===== src/rtl/uart_tx_pkg.sv =====
// rtl/uart_tx_pkg.sv - shared types and constants for the UART TX controller
// Purpose: FSM state enum, output-mux selects and default frame width.
// Ports: none (package).
package uart_tx_pkg;

  localparam int DEFAULT_DATA_WIDTH = 8;

  typedef enum logic [2:0] {
    IDLE,
    START,
    DATA,
    PARITY,
    STOP
  } state_e;

  typedef logic [1:0] tx_sel_t;

  localparam tx_sel_t SEL_START  = 2'd0;
  localparam tx_sel_t SEL_DATA   = 2'd1;
  localparam tx_sel_t SEL_PARITY = 2'd2;
  localparam tx_sel_t SEL_STOP   = 2'd3;

endpackage


===== src/rtl/uart_tx_ctrl_if.sv =====
// rtl/uart_tx_ctrl_if.sv - word-in / serial-out bundle of the UART TX controller
// Purpose: groups the upstream request, parity-calculator link and line outputs.
// Ports: P_DATA, Data_Valid, PAR_EN, parity_data (towards controller);
//        Parity_EN, TX_OUT, Busy (from controller).
interface uart_tx_ctrl_if #(
  parameter int DATA_WIDTH = 8
);
  logic [DATA_WIDTH-1:0] P_DATA;
  logic                  Data_Valid;
  logic                  PAR_EN;
  logic                  parity_data;
  logic                  Parity_EN;
  logic                  TX_OUT;
  logic                  Busy;

  // Environment side: upstream word source plus the parity calculator.
  modport master (
    output P_DATA, Data_Valid, PAR_EN, parity_data,
    input  Parity_EN, TX_OUT, Busy
  );

  // Controller side.
  modport slave (
    input  P_DATA, Data_Valid, PAR_EN, parity_data,
    output Parity_EN, TX_OUT, Busy
  );
endinterface


===== src/rtl/uart_tx_serializer.sv =====
// rtl/uart_tx_serializer.sv - shift register and bit counter for one frame
// Purpose: holds the data word, presents the current LSB, counts data bits.
// Ports: clk_i, rst_i (sync active-high), load_i (capture data_i, clear count),
//        shift_i (advance one bit), data_i, bit_o (current bit),
//        ser_done_o (last data bit is on the line).
module uart_tx_serializer #(
  parameter int DATA_WIDTH = 8
) (
  input  logic                  clk_i,
  input  logic                  rst_i,
  input  logic                  load_i,
  input  logic                  shift_i,
  input  logic [DATA_WIDTH-1:0] data_i,
  output logic                  bit_o,
  output logic                  ser_done_o
);
  localparam int CNT_W = $clog2(DATA_WIDTH);

  logic [DATA_WIDTH-1:0] shift_q;
  logic [CNT_W-1:0]      cnt_q;

  assign bit_o      = shift_q[0];
  assign ser_done_o = (cnt_q == CNT_W'(DATA_WIDTH - 1));

  always_ff @(posedge clk_i) begin
    if (rst_i) begin
      shift_q <= '0;
      cnt_q   <= '0;
    end else if (load_i) begin
      shift_q <= data_i;
      cnt_q   <= '0;
    end else if (shift_i) begin
      shift_q <= {1'b0, shift_q[DATA_WIDTH-1:1]};
      // Hold at the last index so a power-of-two width cannot wrap.
      if (!ser_done_o) begin
        cnt_q <= cnt_q + CNT_W'(1);
      end
    end
  end
endmodule


===== src/rtl/uart_tx_ctrl.sv =====
// rtl/uart_tx_ctrl.sv - UART transmit FSM, serializer and output mux
// Purpose: accepts a word from IDLE or STOP and sends start, data LSB-first,
//          optional parity and stop bit, one bit per CLK.
// Ports: CLK, RST (sync active-high), bus (uart_tx_ctrl_if.slave).
module uart_tx_ctrl
  import uart_tx_pkg::*;
#(
  parameter int DATA_WIDTH = DEFAULT_DATA_WIDTH
) (
  input  logic         CLK,
  input  logic         RST,
  uart_tx_ctrl_if.slave bus
);
  state_e  state_q, state_d;
  logic    par_en_q;
  logic    accept;
  logic    ser_bit;
  logic    ser_done;
  tx_sel_t sel;

  // Reset wins over a simultaneous request, so the parity strobe is gated too.
  assign accept = bus.Data_Valid && !RST && (state_q == IDLE || state_q == STOP);

  uart_tx_serializer #(
    .DATA_WIDTH (DATA_WIDTH)
  ) u_ser (
    .clk_i      (CLK),
    .rst_i      (RST),
    .load_i     (accept),
    .shift_i    (state_q == DATA),
    .data_i     (bus.P_DATA),
    .bit_o      (ser_bit),
    .ser_done_o (ser_done)
  );

  always_ff @(posedge CLK) begin
    if (RST) begin
      state_q  <= IDLE;
      par_en_q <= 1'b0;
    end else begin
      state_q <= state_d;
      if (accept) begin
        par_en_q <= bus.PAR_EN;
      end
    end
  end

  always_comb begin
    state_d = state_q;
    sel     = SEL_STOP;
    case (state_q)
      IDLE: begin
        if (accept) state_d = START;
      end
      START: begin
        sel     = SEL_START;
        state_d = DATA;
      end
      DATA: begin
        sel = SEL_DATA;
        if (ser_done) state_d = par_en_q ? PARITY : STOP;
      end
      PARITY: begin
        sel     = SEL_PARITY;
        state_d = STOP;
      end
      STOP: begin
        state_d = accept ? START : IDLE;
      end
      default: state_d = IDLE;
    endcase
  end

  always_comb begin
    bus.TX_OUT = 1'b1;
    case (sel)
      SEL_START:  bus.TX_OUT = 1'b0;
      SEL_DATA:   bus.TX_OUT = ser_bit;
      SEL_PARITY: bus.TX_OUT = bus.parity_data;
      default:    bus.TX_OUT = 1'b1;
    endcase
  end

  assign bus.Busy      = (state_q != IDLE);
  assign bus.Parity_EN = accept;
endmodule

===== src/flat_wrapper.sv =====
// flat-port wrapper written by rule: the top's interface ports become plain ports
module uart_tx_ctrl_flat import uart_tx_pkg::*;
#(
  parameter int DATA_WIDTH = DEFAULT_DATA_WIDTH
)
  (CLK, RST, bus_P_DATA, bus_Data_Valid, bus_PAR_EN, bus_parity_data, bus_Parity_EN, bus_TX_OUT, bus_Busy);
  uart_tx_ctrl_if #(.DATA_WIDTH(DATA_WIDTH)) bus_i ();
  input  logic CLK;
  input  logic RST;
  input wire logic [$bits(bus_i.P_DATA)-1:0] bus_P_DATA;
  input wire logic [$bits(bus_i.Data_Valid)-1:0] bus_Data_Valid;
  input wire logic [$bits(bus_i.PAR_EN)-1:0] bus_PAR_EN;
  input wire logic [$bits(bus_i.parity_data)-1:0] bus_parity_data;
  output wire logic [$bits(bus_i.Parity_EN)-1:0] bus_Parity_EN;
  output wire logic [$bits(bus_i.TX_OUT)-1:0] bus_TX_OUT;
  output wire logic [$bits(bus_i.Busy)-1:0] bus_Busy;
  assign bus_i.P_DATA = bus_P_DATA;
  assign bus_i.Data_Valid = bus_Data_Valid;
  assign bus_i.PAR_EN = bus_PAR_EN;
  assign bus_i.parity_data = bus_parity_data;
  assign bus_Parity_EN = bus_i.Parity_EN;
  assign bus_TX_OUT = bus_i.TX_OUT;
  assign bus_Busy = bus_i.Busy;
  uart_tx_ctrl #(.DATA_WIDTH(DATA_WIDTH)) u_core (.CLK(CLK), .RST(RST), .bus(bus_i));
endmodule

===== config.mk =====
export PLATFORM = sky130hd
export DESIGN_NAME = uart_tx_ctrl_flat
export DESIGN_NICKNAME = d
export VERILOG_FILES = /design/src/rtl/uart_tx_pkg.sv /design/src/rtl/uart_tx_ctrl_if.sv /design/src/rtl/uart_tx_serializer.sv /design/src/rtl/uart_tx_ctrl.sv /design/src/flat_wrapper.sv
export SDC_FILE = /design/constraint.sdc
export NUM_CORES = 1
export LEC_CHECK = 0
export BUFFER_PORTS_ARGS = -buffer_cell sky130_fd_sc_hd__buf_2
export CAP_MARGIN = 20
export CORE_UTILIZATION = 50
export DETAILED_ROUTE_END_ITERATION = 8
export PLACE_DENSITY_LB_ADDON = 0.1
export SYNTH_ARGS = -nofsm -noshare
export SYNTH_HDL_FRONTEND = slang
export SYNTH_SLANG_ARGS = --single-unit

===== constraint.sdc =====
create_clock -name CLK -period 1.8 [get_ports CLK]
set_input_delay 0.18 -clock CLK [delete_from_list [all_inputs] [get_ports CLK]]
set_output_delay 0.18 -clock CLK [all_outputs]
set_load 0.05 [all_outputs]

==> metrics.txt, run 1 <==
Worst Setup SP u_core.state_q[0]; Worst-Skew Late Latency 270 ps; Detailed Route WL 1390 microns; Die Width 40.2 microns; synthesized flop and latch total 15; count of final hold-check violations 0; Post-Syn Area 728 sq um; setup TNS 0 ps; Post-Synthesis Net Count 97; Vias 641; Crit Reg-Reg Startpoint u_core.u_ser.cnt_q[0]; core footprint 1330 sq um; clock tree buffer depth 2; FMAX 577 MHz; GPL Wtd Cong 0.638; H-tree depth 1; Die Y 40.2 microns; synth-to-layout area growth 15.6%; final core utilization 63.1%; reg2reg setup slack 230 ps; Pwr per Cell Area 1510 nW/um^2; Slew @ Worst Pin 441 ps; root buffer cell clkbuf_4; HP Class input pin to register; CTS tree yes; Slew headroom 70.6%; YS warnings 0; hpwl dp 954 microns; Static Leak 0.000338 uW; worst setup path category register to output port; synth unique cells 30; # IOs 16; grt ovf 0; Startpoint Class register; syn avg cell area 8.88 sq um; final setup skew 1.28 ps; via/cell ratio 5.67; GRT Total Usage 20.6%; Post-Synthesis Cells 82; Peak supply drop 0.000776 V; final setup fails 0; TritonRoute pass-1 iters 5; fin crit period 1730 ps; CTS Sinks 15; Worst Path Arrival 1550 ps; area of the die 1610 sq um; most common cell after layout, fill and taps aside dfxtp_1; antenna violations before repair 0; layout cells sized above 1 28.6%; Nets 114; DR DRC count 0; Iter 0 DRT Violations 5; outcome complete, no violations; largest net degree at the start of global routing 16; unrepaired setup endpoints after global routing false; Total Power 1270 uW; hold_sp bus_PAR_EN; most frequent cells in the layout dfxtp_1 (15), buf_2 (14), a21oi_1 (11), nand2_1 (6); endpoint type of the worst setup path output port; starting density of the core 54.6%; CP max FO 15; post-route ant nets 0; CTS Buf Count 3; num rows 13; first-pass GRT wire length 2240 microns; Critical Path RT 1620 ps; Wirelength per Cell 12.3 microns; Reg clk slew, reported paths 90 ps; post-synthesis sequential area ratio 41.2%; IO Port Bufs 15; maxcap violations 0; fin. max-slew vios 0; number of global-route vias before repair 561; Final period util 96.3%; ANT cells 0
[final cells by class]
| cell class | count | area [sq um] |
|---|---|---|
| Sequential cell | 15 | 300 |
| Tap cell | 15 | 18.8 |
| Multi-Input combinational cell | 55 | 365 |
| Inverter | 5 | 23.8 |
| Clock buffer | 4 | 26.3 |
| Fill cell | 128 | 492 |
| Timing Repair Buffer | 19 | 108 |
[per-stage QoR]
step,worst slack [ps],hold WS (ps),cell area [sq um],std cells
floorplan,284,257,728,82
global placement,278,374,813,109
detailed placement,249,382,813,109
CTS,54.3,91.8,842,113
global route,25.6,117,842,113
finish,66.8,95.3,842,113
[power breakdown]
group	internal, uW	leakage [uW]	switching [uW]
Sequential	401	0.000122	40.5
Combinational	237	0.000200	399
Clock	85.8	0.0000150	105
[cells by family (layout without fill, tap and decap cells)]
logic type	after synthesis	after routing	synth area share [%]
compound gates	25	25	23.2
mux	2	2	2.75
simple gates	25	25	19.6
buf+inv	12	28	8.59
fa+ha+maj	2	2	3.44
flops	15	15	41.2
xor+xnor	1	1	1.20
[final timing paths]
kind                                                 to  cells past startpoint
worst max-delay path                      bus_Parity_EN                      3
worst min register to register  u_core.u_ser.shift_q[4]                      2
worst max register to register    u_core.u_ser.cnt_q[1]                      5
worst min-delay path                    u_core.par_en_q                      3
[state kept, by name, indices dropped and copies added (netlist names)]
register / cells
u_core.u_ser.shift_q: 8
u_core.par_en_q: 1
u_core.u_ser.cnt_q: 3
u_core.state_q: 3
[synthesized netlist by cell type]
cell      count  area (sq um)
a211o_1       1          8.76
a211oi_1      4          30.0
a21oi_1      11          55.1
a22oi_1       4          30.0
a311o_1       1          10.0
buf_1         1          3.75
buf_2         1          5.00
buf_4         1          7.51
buf_6         1          11.3
clkbuf_1      3          11.3
clkinv_4      1          8.76
dfxtp_1      15           300
ha_1          2          25.0
inv_1         4          15.0
mux2i_1       2          20.0
nand2_1       6          22.5
nand3_1       5          25.0
nor2_1        4          15.0
nor3_1        3          15.0
nor3b_2       1          12.5
nor4b_2       1          15.0
o2111a_1      1          11.3
o21a_1        1          7.51
o31ai_1       1          7.51
o32ai_1       1          8.76
or2_2         2          12.5
or3_1         1          6.26
or3b_2        1          8.76
or4b_1        1          10.0
xnor2_1       1          8.76
[layer usage]
layer | up-vias | GRT usage (%) | part of all wire (%)
met2 | 12 | 34.7 | 48
met1 | 300 | 25.1 | 48
li1 | 327 | - | -
met3 | 2 | 3.33 | 3.0
met5 | - | 0 | 0
met4 | 0 | 10.3 | 1.2
[critical path, stage by stage (launching register included)]
cell and delay, ps:
dfxtp_1 320, or4b_1 590, clkinv_4 150, buf_4 210
[repair_timing]
action	in CTS	in global routing
resized for setup	1	0
endpoints found under the setup margin	1	0
setup buffers	0	0
hold buffers	0	0
Power figures use the tool's default switching activity.
==> run 2: changes to the inputs <==
--- a/config.mk
+++ b/config.mk
@@ -10,6 +10,7 @@
 export CORE_UTILIZATION = 50
 export DETAILED_ROUTE_END_ITERATION = 8
 export PLACE_DENSITY_LB_ADDON = 0.1
+export RECOVER_POWER = 50
 export SYNTH_ARGS = -nofsm -noshare
 export SYNTH_HDL_FRONTEND = slang
 export SYNTH_SLANG_ARGS = --single-unit
==> run 2 against run 1 <==
Die area unchanged. Cell count unchanged. Clock-buffer cell count is the same. Critical path depth unchanged. Sequential share of layout area increased by 0.16 points. Power shrank 0.31%.
==> metrics.txt, run 2 (same netlist as run 1, synthesis figures left out) <==
outcome complete, no violations (unchanged); Largest Register u_core.u_ser.shift_q (unchanged); placed cell area 813 sq um (unchanged); final setup fails 0 (unchanged); unrepaired setup endpoints after global routing false (unchanged); first-pass GRT wire length 2240 microns (unchanged); synth-to-layout area growth 15.1% (was 15.6%); Static Leak 0.000335 uW (was 0.000338 uW); Vias 632 (was 641); Pwr per Cell Area 1510 nW/um^2 (about the same); GPL Wtd Cong 0.638 (unchanged); largest net degree at the start of global routing 16 (unchanged); Die Width 40.2 microns (unchanged); Non-Filler Instances 113 (unchanged); Iter 0 DRT Violations 4 (was 5); CTS tree yes (unchanged); Final period util 96.3% (about the same); CTS Hold Bufs 0 (unchanged); DR DRC count 0 (unchanged); ANT cells 0 (unchanged); CTS Buf Count 3 (unchanged); grt ovf 0 (unchanged); Startpoint Class register (unchanged); starting density of the core 54.6% (unchanged); post-route cell area 838 sq um (was 842 sq um); Peak supply drop 0.000774 V (was 0.000776 V); Detailed Route WL 1390 microns (about the same); final worst setup slack 65.9 ps (was 66.8 ps); post-route ant nets 0 (unchanged); area of the die 1610 sq um (unchanged); fin. max-slew vios 0 (unchanged); placed cells 109 (unchanged); via/cell ratio 5.59 (was 5.67); root buffer cell clkbuf_4 (unchanged); maxcap violations 0 (unchanged); TritonRoute pass-1 iters 4 (was 5); Critical Path RT 1620 ps (about the same); most common cell after layout, fill and taps aside dfxtp_1 (unchanged); DP Worst Slack 249 ps (unchanged); endpoint type of the worst setup path output port (unchanged); number of global-route vias before repair 561 (unchanged); most frequent cells in the layout dfxtp_1 (15), buf_2 (14), a21oi_1 (11), nand2_1 (6), nand3_1 (5) (was dfxtp_1 (15), buf_2 (14), a21oi_1 (11), nand2_1 (6)); Nets 114 (unchanged); clock tree buffer depth 2 (unchanged); HP Class input pin to register (unchanged); Slew @ Worst Pin 442 ps (was 441 ps); setup TNS 0 ps (unchanged); hpwl dp 954 microns (unchanged); PostCTS Resize Cnt 1 (unchanged); antenna violations before repair 0 (unchanged); layout cells sized above 1 27.6% (was 28.6%); GRT Total Usage 20.6% (unchanged); Worst-Skew Late Latency 270 ps (about the same); core footprint 1330 sq um (unchanged); count of final hold-check violations 0 (unchanged); CTS Sinks 15 (unchanged); Worst Path Arrival 1550 ps (about the same); max FFs per register 8 (unchanged); Post-CTS Setup Repair Bufs 0 (unchanged); Slew headroom 70.4% (was 70.6%); fin crit period 1730 ps (about the same); Reg clk slew, reported paths 90 ps (about the same); IO Port Bufs 15 (unchanged); final setup skew 0.646 ps (was 1.28 ps); Die Y 40.2 microns (unchanged); # IOs 16 (unchanged); biggest regs u_core.u_ser.shift_q (8), u_core.state_q (3), u_core.u_ser.cnt_q (3) (unchanged); CP max FO 15 (unchanged); num rows 13 (unchanged); FMAX 577 MHz (about the same); Wirelength per Cell 12.3 microns (about the same); worst setup path category register to output port (unchanged); H-tree depth 1 (unchanged)
[run 2: cell count changes in the layout (fill, tap and decap cells not counted), sizes merged]
cell,before,now
buf,19,18
clkbuf,4,5
[run 2: path summary, 6_finish.rpt]
| check | start | endpoint | slack, ps | depth (start not counted) |
|---|---|---|---|---|
| max reg2reg | u_core.u_ser.cnt_q[0] | u_core.u_ser.cnt_q[1] | 230 | 5 |
| min reg2reg | u_core.u_ser.shift_q[4] | u_core.u_ser.shift_q[4] | 470 | 2 |
| max | u_core.state_q[0] | bus_Parity_EN | 70 | 3 |
| min | bus_PAR_EN | u_core.par_en_q | 100 | 3 |
[run 2: worst max-delay path: stages (launching register included)]
cell	delay (ps)
dfxtp_1	320
or4b_1	600
clkinv_4	150
buf_4	210
[run 2: through the flow]
step	hold WS [ps]	total power (uW)	utilization (%)
2_1_floorplan	257	964	-
3_5_place_dp	382	1080	61.0
5_1_grt	117	1350	62.9
6_report	96.3	1260	62.9
3_3_place_gp	374	1080	61.0
4_1_cts	91.8	1280	63.1
[run 2: final cells by class]
type                    instances  area, sq um
multi-input cells              55          365
flip-flops and latches         15          300
clock buffers                   4         26.3
well taps                      15         18.8
repair buffers                 19          104
fillers                       127          495
inverters                       5         23.8
[run 2: report_power, final]
group / total (uW) / switching (uW) / internal (uW)
Combinational: 634 / 401 / 232
Clock: 189 / 103 / 85.7
Sequential: 442 / 40.7 / 401
[run 2: layer usage]
layer	routed length (microns)	GRT usage, %
met5	0	0
met4	16	10.3
met3	36	3.33
met2	656	34.7
met1	682	25.1
